==> config.mk <==
export PLATFORM = sky130hd
export DESIGN_NAME = caesar_entry_display_flat
export DESIGN_NICKNAME = d
export VERILOG_FILES = /design/src/rtl/caesar_entry_display_if.sv /design/src/rtl/caesar_entry_display.sv /design/src/flat_wrapper.sv
export SDC_FILE = /design/constraint.sdc
export NUM_CORES = 1
export LEC_CHECK = 0
export CORE_MARGIN = 5
export CORE_UTILIZATION = 40
export CTS_CLUSTER_DIAMETER = 150
export DETAILED_ROUTE_END_ITERATION = 6
export PLACE_DENSITY_LB_ADDON = 0.1
export SYNTH_ARGS = -nofsm -noshare
export SYNTH_HDL_FRONTEND = slang
export SYNTH_SLANG_ARGS = --single-unit
==> constraint.sdc <==
create_clock -name clk -period 5.83 [get_ports clk]
set_input_delay 1.166 -clock clk [delete_from_list [all_inputs] [get_ports clk]]
set_output_delay 1.166 -clock clk [all_outputs]
set_load 0.05 [all_outputs]
==> src/rtl/caesar_entry_display_if.sv <==
// caesar_entry_display_if: key-entry / cipher-control / display bus of caesar_entry_display.
//   master (driver side): sym_in_i, ready_i, start_i, clear_i, shift_key_i, decrypt_i out;
//                         saida_o, char_valid_o, count_o, busy_o, done_o, err_o in
//   slave  (design side): the same signals with directions reversed
interface caesar_entry_display_if #(
    parameter int NUM_CHARS = 4,
    parameter int SYM_W     = 5
);
    localparam int CW = $clog2(NUM_CHARS + 1);
    logic [SYM_W-1:0]           sym_in_i;
    logic                       ready_i;
    logic                       start_i;
    logic                       clear_i;
    logic [SYM_W-1:0]           shift_key_i;
    logic                       decrypt_i;
    logic [NUM_CHARS*SYM_W-1:0] saida_o;
    logic [NUM_CHARS-1:0]       char_valid_o;
    logic [CW-1:0]              count_o;
    logic                       busy_o;
    logic                       done_o;
    logic                       err_o;
    modport master (
        output sym_in_i, ready_i, start_i, clear_i, shift_key_i, decrypt_i,
        input  saida_o, char_valid_o, count_o, busy_o, done_o, err_o
    );
    modport slave (
        input  sym_in_i, ready_i, start_i, clear_i, shift_key_i, decrypt_i,
        output saida_o, char_valid_o, count_o, busy_o, done_o, err_o
    );
endinterface

==> src/rtl/caesar_entry_display.sv <==
// caesar_entry_display: letter-entry buffer with in-place Caesar cipher and registered per-slot display codes.
//   clk            rising-edge clock
//   reset          synchronous active-high reset, highest priority
//   bus.sym_in_i   symbol to capture        bus.ready_i    capture request (edge acts)
//   bus.start_i    cipher request (edge)    bus.clear_i    empty the buffer (level)
//   bus.shift_key_i shift amount            bus.decrypt_i  0 = +key, 1 = -key
//   bus.saida_o    slot i at [i*SYM_W +: SYM_W], BLANK_CODE when empty
//   bus.char_valid_o slot occupancy         bus.count_o    symbols held
//   bus.busy_o     high while ciphering     bus.done_o     pulse after last slot ciphered
//   bus.err_o      pulse on rejected capture
module caesar_entry_display #(
    parameter int NUM_CHARS  = 4,
    parameter int SYM_W      = 5,
    parameter int ALPHA      = 26,
    parameter int BLANK_CODE = 31
) (
    input logic clk,
    input logic reset,
    caesar_entry_display_if.slave bus
);
    localparam int CW = $clog2(NUM_CHARS + 1);
    localparam int IW = (NUM_CHARS > 1) ? $clog2(NUM_CHARS) : 1;
    localparam logic [SYM_W:0]   ALPHA_W = (SYM_W + 1)'(ALPHA);
    localparam logic [SYM_W-1:0] BLANK   = SYM_W'(BLANK_CODE);

    typedef enum logic [1:0] {ENTRY, CIPHER, SHOW} state_t;

    state_t                     state_q, state_d;
    logic [SYM_W-1:0]           buf_q [NUM_CHARS];
    logic [SYM_W-1:0]           buf_d [NUM_CHARS];
    logic [NUM_CHARS-1:0]       valid_q, valid_d;
    logic [CW-1:0]              count_q, count_d;
    logic [CW-1:0]              idx_q, idx_d;
    logic [SYM_W-1:0]           k_q, k_d;
    logic                       dec_q, dec_d;
    logic                       ready_q, start_q;
    logic                       done_q, done_d;
    logic                       err_q, err_d;
    logic [NUM_CHARS*SYM_W-1:0] saida_q, saida_d;
    logic                       ready_e, start_e;
    logic [SYM_W:0]             c_x, k_x, key_x;

    assign ready_e = bus.ready_i & ~ready_q;
    assign start_e = bus.start_i & ~start_q;
    assign c_x     = {1'b0, buf_q[idx_q[IW-1:0]]};
    assign k_x     = {1'b0, k_q};
    assign key_x   = {1'b0, bus.shift_key_i};

    always_comb begin
        state_d = state_q;
        buf_d   = buf_q;
        valid_d = valid_q;
        count_d = count_q;
        idx_d   = idx_q;
        k_d     = k_q;
        dec_d   = dec_q;
        done_d  = 1'b0;
        err_d   = 1'b0;
        saida_d = '0;
        if (bus.clear_i) begin
            state_d = ENTRY;
            for (int i = 0; i < NUM_CHARS; i++) buf_d[i] = '0;
            valid_d = '0;
            count_d = '0;
            idx_d   = '0;
        end else begin
            case (state_q)
                ENTRY, SHOW: begin
                    // Start wins over ready; a ready edge in the same cycle is simply lost.
                    if (start_e && count_q != '0) begin
                        k_d     = SYM_W'((key_x >= ALPHA_W) ? key_x - ALPHA_W : key_x);
                        dec_d   = bus.decrypt_i;
                        idx_d   = '0;
                        state_d = CIPHER;
                    end else if (ready_e) begin
                        if (state_q == ENTRY && {1'b0, bus.sym_in_i} < ALPHA_W
                            && count_q < CW'(NUM_CHARS)) begin
                            buf_d[count_q[IW-1:0]]   = bus.sym_in_i;
                            valid_d[count_q[IW-1:0]] = 1'b1;
                            count_d                  = count_q + CW'(1);
                        end else begin
                            err_d = 1'b1;
                        end
                    end
                end
                CIPHER: begin
                    // Both branches stay below 2*ALPHA, so SYM_W+1 bits never overflow.
                    buf_d[idx_q[IW-1:0]] = dec_q
                        ? SYM_W'((c_x >= k_x) ? c_x - k_x : c_x + ALPHA_W - k_x)
                        : SYM_W'((c_x + k_x >= ALPHA_W) ? c_x + k_x - ALPHA_W : c_x + k_x);
                    idx_d = idx_q + CW'(1);
                    if (idx_q == count_q - CW'(1)) begin
                        state_d = SHOW;
                        done_d  = 1'b1;
                    end
                end
                default: state_d = ENTRY;
            endcase
        end
        // Display is built from next-state data so a capture shows one cycle after its edge.
        for (int i = 0; i < NUM_CHARS; i++)
            saida_d[i*SYM_W +: SYM_W] = valid_d[i] ? buf_d[i] : BLANK;
    end

    always_ff @(posedge clk) begin
        if (reset) begin
            state_q <= ENTRY;
            for (int i = 0; i < NUM_CHARS; i++) buf_q[i] <= '0;
            valid_q <= '0;
            count_q <= '0;
            idx_q   <= '0;
            k_q     <= '0;
            dec_q   <= 1'b0;
            ready_q <= 1'b0;
            start_q <= 1'b0;
            done_q  <= 1'b0;
            err_q   <= 1'b0;
            saida_q <= {NUM_CHARS{BLANK}};
        end else begin
            state_q <= state_d;
            buf_q   <= buf_d;
            valid_q <= valid_d;
            count_q <= count_d;
            idx_q   <= idx_d;
            k_q     <= k_d;
            dec_q   <= dec_d;
            ready_q <= bus.ready_i;
            start_q <= bus.start_i;
            done_q  <= done_d;
            err_q   <= err_d;
            saida_q <= saida_d;
        end
    end

    assign bus.saida_o      = saida_q;
    assign bus.char_valid_o = valid_q;
    assign bus.count_o      = count_q;
    assign bus.busy_o       = (state_q == CIPHER);
    assign bus.done_o       = done_q;
    assign bus.err_o        = err_q;
endmodule

==> src/flat_wrapper.sv <==
// flat-port wrapper written by rule: the top's interface ports become plain ports
module caesar_entry_display_flat 
#(
    parameter int NUM_CHARS  = 4,
    parameter int SYM_W      = 5,
    parameter int ALPHA      = 26,
    parameter int BLANK_CODE = 31
)
  (clk, reset, bus_sym_in_i, bus_ready_i, bus_start_i, bus_clear_i, bus_shift_key_i, bus_decrypt_i, bus_saida_o, bus_char_valid_o, bus_count_o, bus_busy_o, bus_done_o, bus_err_o);
  caesar_entry_display_if #(.NUM_CHARS(NUM_CHARS), .SYM_W(SYM_W)) bus_i ();
  input logic clk;
  input logic reset;
  input wire logic [$bits(bus_i.sym_in_i)-1:0] bus_sym_in_i;
  input wire logic [$bits(bus_i.ready_i)-1:0] bus_ready_i;
  input wire logic [$bits(bus_i.start_i)-1:0] bus_start_i;
  input wire logic [$bits(bus_i.clear_i)-1:0] bus_clear_i;
  input wire logic [$bits(bus_i.shift_key_i)-1:0] bus_shift_key_i;
  input wire logic [$bits(bus_i.decrypt_i)-1:0] bus_decrypt_i;
  output wire logic [$bits(bus_i.saida_o)-1:0] bus_saida_o;
  output wire logic [$bits(bus_i.char_valid_o)-1:0] bus_char_valid_o;
  output wire logic [$bits(bus_i.count_o)-1:0] bus_count_o;
  output wire logic [$bits(bus_i.busy_o)-1:0] bus_busy_o;
  output wire logic [$bits(bus_i.done_o)-1:0] bus_done_o;
  output wire logic [$bits(bus_i.err_o)-1:0] bus_err_o;
  assign bus_i.sym_in_i = bus_sym_in_i;
  assign bus_i.ready_i = bus_ready_i;
  assign bus_i.start_i = bus_start_i;
  assign bus_i.clear_i = bus_clear_i;
  assign bus_i.shift_key_i = bus_shift_key_i;
  assign bus_i.decrypt_i = bus_decrypt_i;
  assign bus_saida_o = bus_i.saida_o;
  assign bus_char_valid_o = bus_i.char_valid_o;
  assign bus_count_o = bus_i.count_o;
  assign bus_busy_o = bus_i.busy_o;
  assign bus_done_o = bus_i.done_o;
  assign bus_err_o = bus_i.err_o;
  caesar_entry_display #(.NUM_CHARS(NUM_CHARS), .SYM_W(SYM_W), .ALPHA(ALPHA), .BLANK_CODE(BLANK_CODE)) u_core (.clk(clk), .reset(reset), .bus(bus_i));
endmodule
# Yosys cells after proc, flatten, opt, wreduce, memory -nomap -nowiden
# Index checks and enable logic that the tools add are counted.
# op_classes
addsub	9
order_cmp	11
n_eq_ne	5
muxes	32
bitwise_logic	16
n_reduce_logical	21
# op_table
op	count
$mux W20	4
$bwmux W20	2
$mux W5	8
$pmux W20 S2	1
$demux W5 S2	2
$mux W4	5
$reduce_or A2 Y1	6
$not A1 Y1	11
$bmux W5 S2	1
$sub A5 B5 Y5	2
$sub A5 B5 Y5 const B	2
$add A3 B1 Y3 const B	2
$add A5 B5 Y6	1
$ge A3 B3 Y1 const B	2
$ge A6 B5 Y1 const B	1
$logic_and A1 B1 Y1	6
$lt A3 B1 Y1 const B	2
$not A2 Y3	2
$pmux W3 S2	1
$add A5 B5 Y5 const B	1
$ge A5 B5 Y1	1
$ge A5 B5 Y1 const B	1
$lt A5 B5 Y1 const B	1
$reduce_or A5 Y1	1
22 further kinds	28
# totals
ff_bits	62
inputBits	16
word_cells	112

# Longest topological paths before layout
# Gate-level depths: netlist (run 1).
# logic_depth
ltp_word	12
depth_mapped	12
mapped_depth_nobuf	11

# Worst setup path after synthesis (run 1)
# OpenSTA, ideal clock, no wires.
# synth_path
kind	register to register
start	reg u_core.idx_q[0]
end	reg u_core.buf_q[14] (netlist name)
setup_time_ps	91
arrival_time_ps	3287
required_time_ps	5739
slack_ps	2452
path_stages_with_launch	12
n_path_buf	1
path_cell_list	dfxtp_1 -> clkbuf_1 -> mux4_2 -> ha_1 -> inv_1 -> fa_1 -> nand2_1 -> a21oi_1 -> or4_4 -> nor3_2 -> o311ai_4 -> a311oi_1
# synth_via
elab_chain_len	11
elab_cells_between_ends	22
# synth_lines
element	line	text
start: declaration	caesar_entry_display.sv:33	logic [CW-1:0] idx_q, idx_d;
start signal: assignment	caesar_entry_display.sv:124	idx_q <= idx_d;
$not A2 Y3 (*)	caesar_entry_display.sv:45, caesar_entry_display.sv:89	
$bmux W5 S2	caesar_entry_display.sv:45	assign c_x = {1'b0, buf_q[idx_q[IW-1:0]]};
$mux W5 (not written as such) (2 in a row)	caesar_entry_display.sv:45	
$add A5 B5 Y6 or $add A5 B5 Y5 (tied branches)	caesar_entry_display.sv:90, caesar_entry_display.sv:89	
$sub A5 B5 Y5 (tied with other cells)	caesar_entry_display.sv:90	: SYM_W'((c_x + k_x >= ALPHA_W) ? c_x + k_x - ALPHA_W : c_x + k_x);
$mux W5, on equally long branches	caesar_entry_display.sv:90, caesar_entry_display.sv:89	
$mux W5	caesar_entry_display.sv:89	? SYM_W'((c_x >= k_x) ? c_x - k_x : c_x + ALPHA_W - k_x)
$bwmux W20 (*)	caesar_entry_display.sv:88	buf_d[idx_q[IW-1:0]] = dec_q
$pmux W20 S2 (*)	caesar_entry_display.sv:67	case (state_q)
$mux W20 (*)	caesar_entry_display.sv:60	if (bus.clear_i) begin
end signal: assignment	caesar_entry_display.sv:121	buf_q <= buf_d;
end: declaration	caesar_entry_display.sv:29	logic [SYM_W-1:0] buf_q [NUM_CHARS];
# Every way passes the cells marked *; elsewhere a longest branch is shown, timed or not. The select of a mux whose other input is x is not followed.
# A chain may end at the register's enable or synchronous reset.

# Final worst setup path (run 1)
# layout_path
start	reg u_core.idx_q[0]
end	reg u_core.buf_q[18] (netlist name)
# Same word-level chain as after synthesis.

==> results.toml, run 1 <==
[layout]
seq_area_mm2 = 0.001241
n_fill_cell = 847
syn2layout_area_growth_pct = 20.29
multi_input_area_mm2 = 0.002147
drive_gt1_share_pct = 9.091
final_nets = 481
fin_area_mm2 = 0.004302
n_antenna_cell = 0
fin_cells = 548

[clock_tree]
cts_sinks = 62
cts_setup_buffers = 0
htree_levels = 3
cts_resized = 0
cts_buffers = 9
ctsLongestPathBuffers = 2
holdBufCountCts = 0
root_buffer = "clkbuf_8"
clkTransAtPathRegs_ns = 0.07
cts_tree = "built"
clk_latency_ns = 0.35

[hold_path]
hold_class = "flop to flop"

[worst_setup_path]
cp_max_fo = 9
critPathRequiredTime_ns = 6.09
crit_type = "flop to flop"
cp-end-kind = "flop"
crit_path_cell_trace = "mux4_2, ha_1, inv_1, a21oi_1, xor2_1, a311oi_1, o21ai_0, a211oi_1"
crit_arrival_ns = 4.14
critPathSlowestCell = "a311oi_1"
critPathLaunchType = "flop"
critPathMaxStageDelay_ns = 0.85

[synthesis]
ys_seq_elements = 62
synth_nets = 441
synth_area_leaders = "dfxtp_1, ha_1, xnor2_1"
syn_inst = 396
post-synth-top-area-cell = "dfxtp_1"
yosys-top-cells-count = "dfxtp_1, nor2_1, inv_1"
synth_edf_count = 0
synth_compound_area_share_pct = 21.06
yosys.area_share.simple_pct = 17.63
yosysMostFrequentCell = "dfxtp_1"
ys.flop_type = "dfxtp_1"
avgSynthCellArea_um2 = 9.030
synthMuxAreaShare_pct = 6.683
synthArstFlopShare_pct = 0
synth_area_mm2 = 0.003576
synth-xor-area-share_pct = 3.674
ys_seq_area_share_pct = 34.71
synth_top_area_share_pct = 34.71
ys.warnings.count = 0
synth_cell_type_count = 58
synth_fa_ha_area_share_pct = 10.99
synth_top_family_by_area = "compound AO/OA/AOI/OAI gates"

[pwr]
seq_power_share_pct = 46.0
power.total_mw = 0.9411
switching_share_pct = 25.30
power_density_mw_per_mm2 = 218.8
combPwrFrac_pct = 11.7
p_leak_nw = 1.563
irDropWorstVdd_mv = 0.1226
clockPowerShare_pct = 42.3
power.internal_mw = 0.7030
p_switching_mw = 0.2381

[floorplan]
chipWidth_um = 104.6
core-area_mm2 = 0.008721
fp-row-count = 34
ios = 46
die_h_um = 104.6
start_util_pct = 41.00
die-area_mm2 = 0.01093

[route]
drc = 0
drt_iter0_drc = 155
via_per_inst = 5.712
wl_um = 9704
antenna_left = 0
dr.pass1.iters = 5
vias = 3130
drt-wirelength-per-cell_um = 17.71

[global_route]
antenna_found_initial = 0
grt_usage_pct = 18.21
grt_pass1_vias = 3113
grt_max_degree = 27
grt_pass1_wl_um = 16050
gr-total-overflow = 0

[timing]
timing.fmax_mhz = 258.0
hold_viol_final = 0
timing_worst_slew_pin_value_ns = 0.9714
setup_viol = 0
rsz0062_at_grt = "no"
setup_tns_ns = 0
finClkSkew_ns = 0.009641
layout_min_cycle_time_ns = 3.876
slew_violations = 0
period_share_pct = 66.49
maxSlewHeadroom_pct = 34.74

[outcome]
status = "complete, no violations"

[placed_design]
hpwl_um = 7420
dp_cells = 533
placed_area_mm2 = 0.004094
port-buffer-count = 45
place.gp.congestion = 0.8275

[job]
maxCapViolations = 0
## path summary, 6_finish.rpt
check | from | to | slack, ns | depth (start not counted)
hold reg to reg | u_core.k_q[4] | u_core.k_q[4] | 0.51 | 2
hold / removal | u_core.k_q[4] | u_core.k_q[4] | 0.51 | 2
setup / recovery | u_core.idx_q[0] | u_core.buf_q[18] | 1.95 | 8
setup reg to reg | u_core.idx_q[0] | u_core.buf_q[18] | 1.95 | 8
## cell usage in the layout, fill, tap and decap left out, types with 3 or more instances in the layout
cell type and n:
dfxtp_1 62, clkdlybuf4s50_1 45, nor2_1 31, inv_1 30, nand2_1 26, ha_1 25
a21oi_1 20, o21ai_0 18, xnor2_1 14, nand2b_1 14, a22oi_1 12, clkbuf_8 12
nor3_1 10, a311oi_1 9, o22ai_1 8, nand3_1 7, mux2i_1 7, nor2b_1 6
a211oi_1 6, mux4_2 5, o221ai_1 5, mux2_2 5, and2_1 4, fa_1 4
o211ai_1 3, and3_1 3, nand3b_1 3, o2111ai_1 3, nor3_2 3
## state kept, by name, summed over array words and instances (netlist names)
name	flops
u_core.bus.count_o	3
u_core.bus.err_o	1
u_core.bus.char_valid_o	4
u_core.state_q	2
u_core.start_q	1
u_core.bus.done_o	1
u_core.ready_q	1
u_core.buf_q	20
u_core.bus.saida_o	20
u_core.idx_q	3
u_core.dec_q	1
u_core.k_q	5
## worst max-delay path, delay by kind of cell (launching register included)
| kind | cells | cell delay (ns) |
|---|---|---|
| xor gates and xnor gates | 1 | 0.20 |
| buffers and inverters | 1 | 0.17 |
| DFF | 1 | 0.62 |
| AOI/OAI and AO/OA | 4 | 1.69 |
| adders and majority gates | 1 | 0.48 |
| muxes | 1 | 0.64 |
## stage by stage
step	setup slack [ns]	hold WS (ns)	util, %
after floorplan	2.452	0.4710	-
final	1.954	0.5059	49.33
after global routing	1.696	0.5358	49.33
after global placement	2.056	0.4941	46.94
after detailed placement	2.034	0.4984	46.94
after CTS	2.068	0.5081	49.33
## routing by layer
layer	global-route usage [%]	share of wire [%]	up-vias
li1	-	-	1510
met1	23.16	43	1494
met2	30.00	49	110
met3	4.501	6.7	16
met4	6.475	1.5	0
met5	0	0	-
## kinds of logic (layout without fill, tap and decap cells)
logic type,count (synthesis),in the layout
flops,62,62
simple gates,121,121
compound gates,105,105
xor+xnor,15,15
buf+inv,47,91
mux,17,17
fa+ha+maj,29,29
## power by group through the flow
stage | Sequential [mW] | Clock (mW) | Combinational, mW
final | 0.433 | 0.398 | 0.110
after global routing | 0.434 | 0.422 | 0.120
after global placement | 0.443 | 0 | 0.110
after CTS | 0.433 | 0.406 | 0.110
after detailed placement | 0.443 | 0 | 0.110
after floorplan | 0.451 | 0 | 0.0643
## layout make-up
cell class,count,area share (%)
multi-input cells,287,49.91
flip-flops and latches,62,28.85
repair buffers,46,10.65
clock buffers,12,3.839
well taps,108,3.141
inverters,30,2.618
clock inverters,3,0.9889
Note: power is estimated with default switching activity, not from simulation.
==> run 2: changes to the inputs <==
==> constraint.sdc (replaced) <==
create_clock -name clk -period 3.9 [get_ports clk]
set_input_delay 0.78 -clock clk [delete_from_list [all_inputs] [get_ports clk]]
set_output_delay 0.78 -clock clk [all_outputs]
set_load 0.05 [all_outputs]
==> run 2 against run 1 <==
Against the previous run:
- maximum frequency up 8.5%
- largest power group unchanged
- final area up 1.3%
- combinational power grew 52%
==> results.toml, run 2 (same netlist as run 1, synthesis figures left out) <==
[outcome]
status = "complete, no violations"

[route]
vias = 3108
via_per_inst = 5.610
drt_iter0_drc = 213
wl_um = 9603
drt-wirelength-per-cell_um = 17.33
antenna_left = 0
dr.pass1.iters = 5
drc = 0

[timing]
hold_viol_final = 0
setup_tns_ns = 0
slew_violations = 0
timing_worst_slew_pin_value_ns = 1.080
timing.fmax_mhz = 280.0
layout_min_cycle_time_ns = 3.572
finClkSkew_ns = 0.01023
setup_viol = 0
rsz0062_at_grt = "no"
maxSlewHeadroom_pct = 27.41
period_share_pct = 91.58

[layout]
final_cell_mix = "dfxtp_1, clkdlybuf4s50_1, nor2_1"
final_common_cell = "dfxtp_1"
fin_area_mm2 = 0.004355
n_fill_cell = 823
drive_gt1_share_pct = 10.09
syn2layout_area_growth_pct = 21.80
final_nets = 486
seq_area_mm2 = 0.001241
multi_input_area_mm2 = 0.002147
n_antenna_cell = 0

[hold_path]
hold_class = "flop to flop"
hold_depth = 2

[worst_setup_path]
crit_arrival_ns = 3.83
critPathRequiredTime_ns = 4.15
r2r_cells = 11
cp_max_fo = 9
r2r_slack_ns = 0.33
critPathSlowestCell = "dfxtp_1"
path_depth = 11
crit_type = "flop to flop"
crit_family = "simple AND/OR/NAND/NOR gates"
cp-end-kind = "flop"
crit_path_cell_trace = "mux4_2, ha_1, inv_1, fa_1, nand2_1, a21oi_1, or4_4, nor3_1, nor3_2, buf_4, a311oi_1"
critPathMaxStageDelay_ns = 0.63
critPathLaunchType = "flop"
crit_buf_inv = 2

[global_route]
grt_usage_pct = 17.42
gr-total-overflow = 0
antenna_found_initial = 0
grt_pass1_vias = 2966
grt_pass1_wl_um = 15290
grt_max_degree = 27

[floorplan]
die-area_mm2 = 0.01093
chipWidth_um = 104.6
ios = 46
start_util_pct = 41.00
fp-row-count = 34
die_h_um = 104.6
core-area_mm2 = 0.008721

[placed_design]
hpwl_um = 7373
placed_area_mm2 = 0.004131
port-buffer-count = 45
place.gp.congestion = 0.8605

[clock_tree]
cts_resized = 0
ctsLongestPathBuffers = 2
cts_sinks = 62
htree_levels = 3
clkTransAtPathRegs_ns = 0.07
cts_tree = "built"
clk_latency_ns = 0.34
cts_buffers = 9
root_buffer = "clkbuf_8"
holdBufCountCts = 0
cts_setup_buffers = 0

[pwr]
power_density_mw_per_mm2 = 333.1
irDropWorstVdd_mv = 0.2508
p_leak_nw = 1.585

[job]
maxCapViolations = 0
## run 2: changes by cell type in the layout (fill, tap and decap cells not counted)
| cell | change |
|---|---|
| bufinv_16 | +1 |
| buf_4 | +5 |
| clkinvlp_4 | +2 |
| clkinv_2 | -1 |
| clkbuf_8 | -2 |
| clkbuf_1 | +1 |
## run 2: power by group
part / total (mW) / internal, mW / switching, mW
clock: 0.637 / 0.377 / 0.259
combinational: 0.167 / 0.0688 / 0.0980
sequential: 0.647 / 0.641 / 0.00597
total: 1.45 / 1.09 / 0.363
## run 2: stage by stage
step	instances	worst slack, ns	power [mW]	util [%]	hold WS, ns
floorplan	396	0.5222	0.7710	-	0.4710
detailed placement	538	0.3376	0.8276	47.37	0.5345
global route	554	0.002082	1.512	49.94	0.5614
CTS	554	0.3185	1.464	49.94	0.5442
finish	554	0.3284	1.451	49.94	0.5413
global placement	538	0.3848	0.8266	47.37	0.5234
## run 2: tightest hold or removal path: cells and delay by family (launching register included)
family         cells  cell delay (ns)
flip-flops         1             0.34
AO/OA/AOI/OAI      2             0.15
## run 2: path summary, 6_finish.rpt
kind,start,to
worst max-delay path,u_core.idx_q[0],u_core.buf_q[11]
worst min register to register,u_core.k_q[4],u_core.k_q[4]
worst max register to register,u_core.idx_q[0],u_core.buf_q[11]
worst min-delay path,u_core.k_q[4],u_core.k_q[4]
## run 2: layout make-up
class,instances,area share [%]
multi-input cells,287,49.30
flip-flops and latches,62,28.50
repair buffers,51,11.38
clock buffers,11,3.246
well taps,108,3.103
inverters,30,2.585
clock inverters,5,1.896
## run 2: layer usage
metal / wire [um] / share of wire [%] / GRT usage, % / vias to the layer above
met1: 4386 / 46 / 23.75 / 1452
met3: 651 / 6.8 / 4.316 / 16
met5: 0 / 0 / 0 / -
li1: - / - / - / 1518
met2: 4361 / 45 / 26.97 / 122
met4: 204 / 2.1 / 5.920 / 0
